### config.mk
export PLATFORM = sky130hd
export DESIGN_NAME = rr_arb2_stage_flat
export DESIGN_NICKNAME = d
export VERILOG_FILES = /design/src/rtl/rr_arb2_stage_if.sv /design/src/rtl/rr_arb2_stage.sv /design/src/flat_wrapper.sv
export SDC_FILE = /design/constraint.sdc
export NUM_CORES = 1
export LEC_CHECK = 0
export ABC_AREA = 1
export CAP_MARGIN = 5
export CORE_MARGIN = 5
export CORE_UTILIZATION = 25
export DETAILED_ROUTE_END_ITERATION = 8
export DONT_BUFFER_PORTS = 1
export SYNTH_ARGS = -nofsm -noshare
export SYNTH_HDL_FRONTEND = slang
export SYNTH_SLANG_ARGS = --single-unit
### constraint.sdc
create_clock -name clk -period 1.3 [get_ports clk]
set_input_delay 0.13 -clock clk [delete_from_list [all_inputs] [get_ports clk]]
set_output_delay 0.13 -clock clk [all_outputs]
set_load 0.01 [all_outputs]
### src/rtl/rr_arb2_stage_if.sv
// Handshake bundle for the two-input round-robin arbiter stage.
// The master side drives the requests and the consumer ready; the slave side is the arbiter.
interface rr_arb2_stage_if #(
    parameter int unsigned DATA_WIDTH = 16,
    parameter int unsigned CNT_WIDTH  = 8
);
    logic [DATA_WIDTH-1:0] a_data;
    logic                  a_valid;
    logic                  a_ready;
    logic [DATA_WIDTH-1:0] b_data;
    logic                  b_valid;
    logic                  b_ready;
    logic                  sel;
    logic [DATA_WIDTH-1:0] out_data;
    logic                  out_valid;
    logic                  out_ready;
    logic                  out_src;
    logic [CNT_WIDTH-1:0]  a_cnt;
    logic [CNT_WIDTH-1:0]  b_cnt;

    modport master (
        output a_data, a_valid, b_data, b_valid, out_ready,
        input  a_ready, b_ready, sel, out_data, out_valid, out_src, a_cnt, b_cnt
    );

    modport slave (
        input  a_data, a_valid, b_data, b_valid, out_ready,
        output a_ready, b_ready, sel, out_data, out_valid, out_src, a_cnt, b_cnt
    );
endinterface

### src/rtl/rr_arb2_stage.sv
// Two-input round-robin arbiter feeding a single registered output slot, with
// per-input acceptance counters.
module rr_arb2_stage #(
    parameter int unsigned DATA_WIDTH = 16,
    parameter int unsigned CNT_WIDTH  = 8
) (
    input logic               clk,
    input logic               rst_n,
    rr_arb2_stage_if.slave    bus
);
    logic [DATA_WIDTH-1:0] out_data_q;
    logic                  out_valid_q;
    logic                  out_src_q;
    logic                  prio_a_q;
    logic [CNT_WIDTH-1:0]  a_cnt_q;
    logic [CNT_WIDTH-1:0]  b_cnt_q;

    logic load;
    logic gnt_a;
    logic gnt_b;

    // Grants are masked by rst_n so no ready is shown while reset is held.
    assign load  = !out_valid_q || bus.out_ready;
    assign gnt_a = rst_n && load && bus.a_valid && (prio_a_q || !bus.b_valid);
    assign gnt_b = rst_n && load && bus.b_valid && !gnt_a;

    assign bus.a_ready   = gnt_a;
    assign bus.b_ready   = gnt_b;
    assign bus.sel       = (gnt_a || gnt_b) ? gnt_a : prio_a_q;
    assign bus.out_data  = out_data_q;
    assign bus.out_valid = out_valid_q;
    assign bus.out_src   = out_src_q;
    assign bus.a_cnt     = a_cnt_q;
    assign bus.b_cnt     = b_cnt_q;

    always_ff @(posedge clk or negedge rst_n) begin
        if (!rst_n) begin
            out_data_q  <= '0;
            out_valid_q <= 1'b0;
            out_src_q   <= 1'b0;
            prio_a_q    <= 1'b1;
            a_cnt_q     <= '0;
            b_cnt_q     <= '0;
        end else if (gnt_a) begin
            out_data_q  <= bus.a_data;
            out_valid_q <= 1'b1;
            out_src_q   <= 1'b1;
            prio_a_q    <= 1'b0;
            a_cnt_q     <= a_cnt_q + 1'b1;
        end else if (gnt_b) begin
            out_data_q  <= bus.b_data;
            out_valid_q <= 1'b1;
            out_src_q   <= 1'b0;
            prio_a_q    <= 1'b1;
            b_cnt_q     <= b_cnt_q + 1'b1;
        end else if (load) begin
            out_valid_q <= 1'b0;
        end
    end
endmodule

### src/flat_wrapper.sv
// flat-port wrapper written by rule: the top's interface ports become plain ports
module rr_arb2_stage_flat 
#(
    parameter int unsigned DATA_WIDTH = 16,
    parameter int unsigned CNT_WIDTH  = 8
)
  (clk, rst_n, bus_a_data, bus_a_valid, bus_b_data, bus_b_valid, bus_out_ready, bus_a_ready, bus_b_ready, bus_sel, bus_out_data, bus_out_valid, bus_out_src, bus_a_cnt, bus_b_cnt);
  rr_arb2_stage_if #(.DATA_WIDTH(DATA_WIDTH), .CNT_WIDTH(CNT_WIDTH)) bus_i ();
  input logic clk;
  input logic rst_n;
  input wire logic [$bits(bus_i.a_data)-1:0] bus_a_data;
  input wire logic [$bits(bus_i.a_valid)-1:0] bus_a_valid;
  input wire logic [$bits(bus_i.b_data)-1:0] bus_b_data;
  input wire logic [$bits(bus_i.b_valid)-1:0] bus_b_valid;
  input wire logic [$bits(bus_i.out_ready)-1:0] bus_out_ready;
  output wire logic [$bits(bus_i.a_ready)-1:0] bus_a_ready;
  output wire logic [$bits(bus_i.b_ready)-1:0] bus_b_ready;
  output wire logic [$bits(bus_i.sel)-1:0] bus_sel;
  output wire logic [$bits(bus_i.out_data)-1:0] bus_out_data;
  output wire logic [$bits(bus_i.out_valid)-1:0] bus_out_valid;
  output wire logic [$bits(bus_i.out_src)-1:0] bus_out_src;
  output wire logic [$bits(bus_i.a_cnt)-1:0] bus_a_cnt;
  output wire logic [$bits(bus_i.b_cnt)-1:0] bus_b_cnt;
  assign bus_i.a_data = bus_a_data;
  assign bus_i.a_valid = bus_a_valid;
  assign bus_i.b_data = bus_b_data;
  assign bus_i.b_valid = bus_b_valid;
  assign bus_i.out_ready = bus_out_ready;
  assign bus_a_ready = bus_i.a_ready;
  assign bus_b_ready = bus_i.b_ready;
  assign bus_sel = bus_i.sel;
  assign bus_out_data = bus_i.out_data;
  assign bus_out_valid = bus_i.out_valid;
  assign bus_out_src = bus_i.out_src;
  assign bus_a_cnt = bus_i.a_cnt;
  assign bus_b_cnt = bus_i.b_cnt;
  rr_arb2_stage #(.DATA_WIDTH(DATA_WIDTH), .CNT_WIDTH(CNT_WIDTH)) u_core (.clk(clk), .rst_n(rst_n), .bus(bus_i));
endmodule
* Yosys cells after proc, flatten, opt, wreduce, memory -nomap -nowiden *
Cells that the tools add are included.

operators by class
  bitwise gates (word level) = 1
  $add $sub $neg = 2
  mux-type cells = 10
  reduce and logical (&&, ||, !) cells = 14

operator list
  operator               number
  $mux W16               2
  $add A8 B1 Y8 const B  2
  $mux W1                8
  $logic_and A1 B1 Y1    5
  $logic_not A1 Y1       3
  $logic_or A1 B1 Y1     3
  $reduce_bool A3 Y1     1
  $reduce_and A2 Y1      1
  $reduce_bool A2 Y1     1
  $not A1 Y1             1

word-level totals
  flip-flop bits (word level) = 35
  logic and storage cells = 33
  output and inout port bits = 37

* Depth between registers and ports, before layout *
  word-level depth = 9
  mapped depth = 7

* Least setup slack after synthesis *
No wires, ideal clock.

  kind = register to output
  start = register u_core.prio_a_q
  end = output port bus_sel
  setup slack = -0.010 ns
  path buffers = 1
  required time = 1.170 ns
  stages on the path, launching flop included = 6
  arrival = 1.180 ns
  cells stage by stage = dfstp_2 > inv_1 > a21oi_4 > nand2_4 > buf_6 > o21ai_0

on the way
  longest elaborated chain between the ends = 6

ends and longest elaborated chain
  what                    RTL line             RTL
  from (decl)             rr_arb2_stage.sv:14  logic prio_a_q;
  from (signal assigned)  rr_arb2_stage.sv:41  prio_a_q <= 1'b1;
  from (signal assigned)  rr_arb2_stage.sv:48  prio_a_q <= 1'b0;
  from (signal assigned)  rr_arb2_stage.sv:54  prio_a_q <= 1'b1;
  $logic_or A1 B1 Y1      rr_arb2_stage.sv:24  assign gnt_a = rst_n && load && bus.a_valid && (prio_a_q || !bus.b_valid);
  $logic_and A1 B1 Y1     rr_arb2_stage.sv:24
  $logic_not A1 Y1        rr_arb2_stage.sv:25  assign gnt_b = rst_n && load && bus.b_valid && !gnt_a;
  $logic_and A1 B1 Y1     rr_arb2_stage.sv:25
  $logic_or A1 B1 Y1      rr_arb2_stage.sv:29  assign bus.sel = (gnt_a || gnt_b) ? gnt_a : prio_a_q;
  $mux W1 (*)             rr_arb2_stage.sv:29
  to (decl)               flat_wrapper.sv:18   output wire logic [$bits(bus_i.sel)-1:0] bus_sel;

Every way passes the cells marked *; elsewhere a longest branch is shown, timed or not.

* Worst setup path after layout *
Same ends and word-level chain as after synthesis.

==> impl_metrics.yaml <==
floorplan:
  die-area_um2: 9880
  start_util_pct: 25.7
  die_x_um: 99.4
  core_area_um2: 7770
  io_pins: 74
  die_h_um: 99.4
  num_rows: 32
route:
  drt_iter0_drc: 44
  via_count: 1726
  viasPerCell: 4.54
  drc: 0
  dr.pass1.iters: 4
  ant_nets: 0
  wl_um: 6080
  drt-wirelength-per-cell_um: 16.0
global_routing:
  antenna_found_initial: 0
  grt_max_degree: 36
  grt_pass1_wl_um: 9050
  grt_pass1_vias: 1737
  grt_usage_pct: 11.7
  grt.overflow.total: 0
sta:
  slew_headroom_pct: 78.1
  clock.fmax_ghz: 0.688
  skew_ns: 0.00543
  rsz0062_at_grt: "yes"
  worstMarginPinSlew_ns: 0.328
  finalSetupViolations: 27
  fin_crit_ns: 1.45
  setup_slack_ns: -0.153
  drv_slew: 0
  period_share_pct: 112
  hold_violations: 0
pwr:
  peakVddDrop_v: 0.000469
  power.density_nw_per_um2: 1350
  power.total_mw: 3.81
  leakage_nw: 1.35
placed_design:
  pre_cts_ws_ns: -0.0442
  place_congestion: 0.753
  numPortBuffers: 0
  dp_hpwl_um: 3900
logic_synthesis:
  synth_cell_types: 25
  avgSynthCellArea_um2: 9.00
  ys_ff_latch: 35
  synth_fa_ha_area_share_pct: 1.25
  ys_warn_count: 0
  syn_inst: 222
  syn_area_um2: 2000
  synth-async-reset-ratio_pct: 100
  synth_nets: 261
  yosys.area_share.simple_pct: 41.0
  synth_xor_area_share_pct: 2.63
  synth_mux_area_share_pct: 0
  ys_seq_area_share_pct: 43.9
  synth_compound_area_share_pct: 3.63
  synth_ff_type: "dfrtp_1"
  synth_edf_count: 0
  synth_top_family_by_area: "simple AND/OR/NAND/NOR gates"
cells_and_area:
  layout_commonest_cell: "nand2_1"
  final_cell_mix: "71 x nand2_1, 34 x dfrtp_1, 29 x nand3_2"
  drive_above_1_share_pct: 34.5
  areaGrowthSynthToFinish_pct: 41.3
  finalNetCount: 316
  antennaDiodeCount: 0
clocking:
  cts_inserted_buffers: 5
  ctsLongestPathBuffers: 2
  ctsRootBufferMaster: "clkbuf_8"
  cts.clk_slew.worst_paths_ns: 0.07
  cts.htree.levels: 2
  cts_tree: "built"
  cts_sinks: 35
  clk_latency_ns: 0.29
critical_path:
  critPathKind: "register to primary output"
  critPathCaptureType: "primary output"
  critPathMaxFanout: 4
  arrival_ns: 1.32
  crit_required_ns: 1.17
  start_kind: "register"
outcome:
  outcome: "complete, but fails checks"
  violations: "setup timing"
run:
  maxCapViolations: 0
hold_path:
  min_path_type: "input pin to register"
-- logic make-up after synthesis --
logic type,count (synthesis)
AOI/OAI and AO/OA,8
xor gates and xnor gates,6
adders and majority gates,2
buffers and inverters,22
DFF,35
and+or+nand+nor,149
-- flip-flops by register name, summed over array words and instances (netlist names) --
signal                cells
u_core.bus.out_valid      1
u_core.bus.a_cnt          8
u_core.bus.b_cnt          8
u_core.bus.out_data      16
u_core.prio_a_q           1
u_core.bus.out_src        1
-- area by class of cell --
cell class,count,area [um^2]
clock buffer,8,100
tap,102,128
sequential,35,877
fill,774,4940
multi-input combinational,165,1040
inverter,12,47.5
timing repair buffer,58,631
-- cell usage after synthesis, types with 2 or more instances --
cell | n | area share (%)
nand4_1 | 16 | 5.0
o21ai_0 | 4 | 1.0
xnor2_1 | 5 | 2.2
nand3_2 | 23 | 12
ha_1 | 2 | 1.3
buf_4 | 2 | 0.75
nand3_1 | 20 | 5.0
buf_6 | 6 | 3.4
dfrtp_1 | 34 | 43
nand2_1 | 76 | 14
nand2_4 | 3 | 1.7
inv_1 | 12 | 2.3
nor2_1 | 7 | 1.3
-- routing by layer --
metal | GRT usage [%] | routed length, um
met5 | 0 | 0
met4 | 3.05 | 34
met3 | 4.14 | 517
met2 | 20.3 | 2950
met1 | 13.7 | 2580
-- path summary, 6_finish.rpt --
path / to / slack [ns] / start / depth (start not counted)
setup / recovery: bus_sel / -0.15 / u_core.prio_a_q / 5
hold / removal: u_core.bus.out_data[15] / 0.02 / bus_b_data[15] / 2
setup reg to reg: u_core.bus.a_cnt[5] / -0.13 / u_core.prio_a_q / 10
hold reg to reg: u_core.bus.b_cnt[1] / 0.54 / u_core.bus.b_cnt[1] / 2
max in group asynchronous: u_core.prio_a_q / 0.76 / rst_n / 2
min in group asynchronous: u_core.bus.a_cnt[2] / 0.29 / rst_n / 2
-- critical path, cell delays in order, from the launching register on --
cell and delay (ns):
dfstp_2 0.55, inv_4 0.05, a21oi_4 0.15, nand2_4 0.08, o21ai_2 0.08, buf_6 0.12
-- repair_timing --
item	CTS	global route
endpoints found under the setup margin	24	29
hold buffers	18	0
buffers inserted	6	6
gates cloned	0	3
pin swaps	5	7
gates resized for setup	12	22
endpoints found under the hold margin	51	0
-- where the power goes --
group | internal [mW] | total, mW | switching (mW)
sequential | 1.33 | 1.67 | 0.334
clock | 0.484 | 0.889 | 0.405
combinational | 0.651 | 1.25 | 0.603
total | 2.47 | 3.81 | 1.34
-- metrics by stage --
step	hold slack, ns	util (%)	cell area [um^2]	std cells	TNS, ns
finish	0.0221	36.4	2820	380	-1.95
floorplan	-0.166	-	2000	222	-0.00960
global placement	-0.164	28.9	2240	339	-0.0529
global route	0.0186	36.4	2820	380	-2.92
detailed placement	-0.164	28.9	2240	339	-0.387
CTS	0.0110	33.7	2610	371	-1.68
Note: power is estimated with default switching activity, not from simulation.
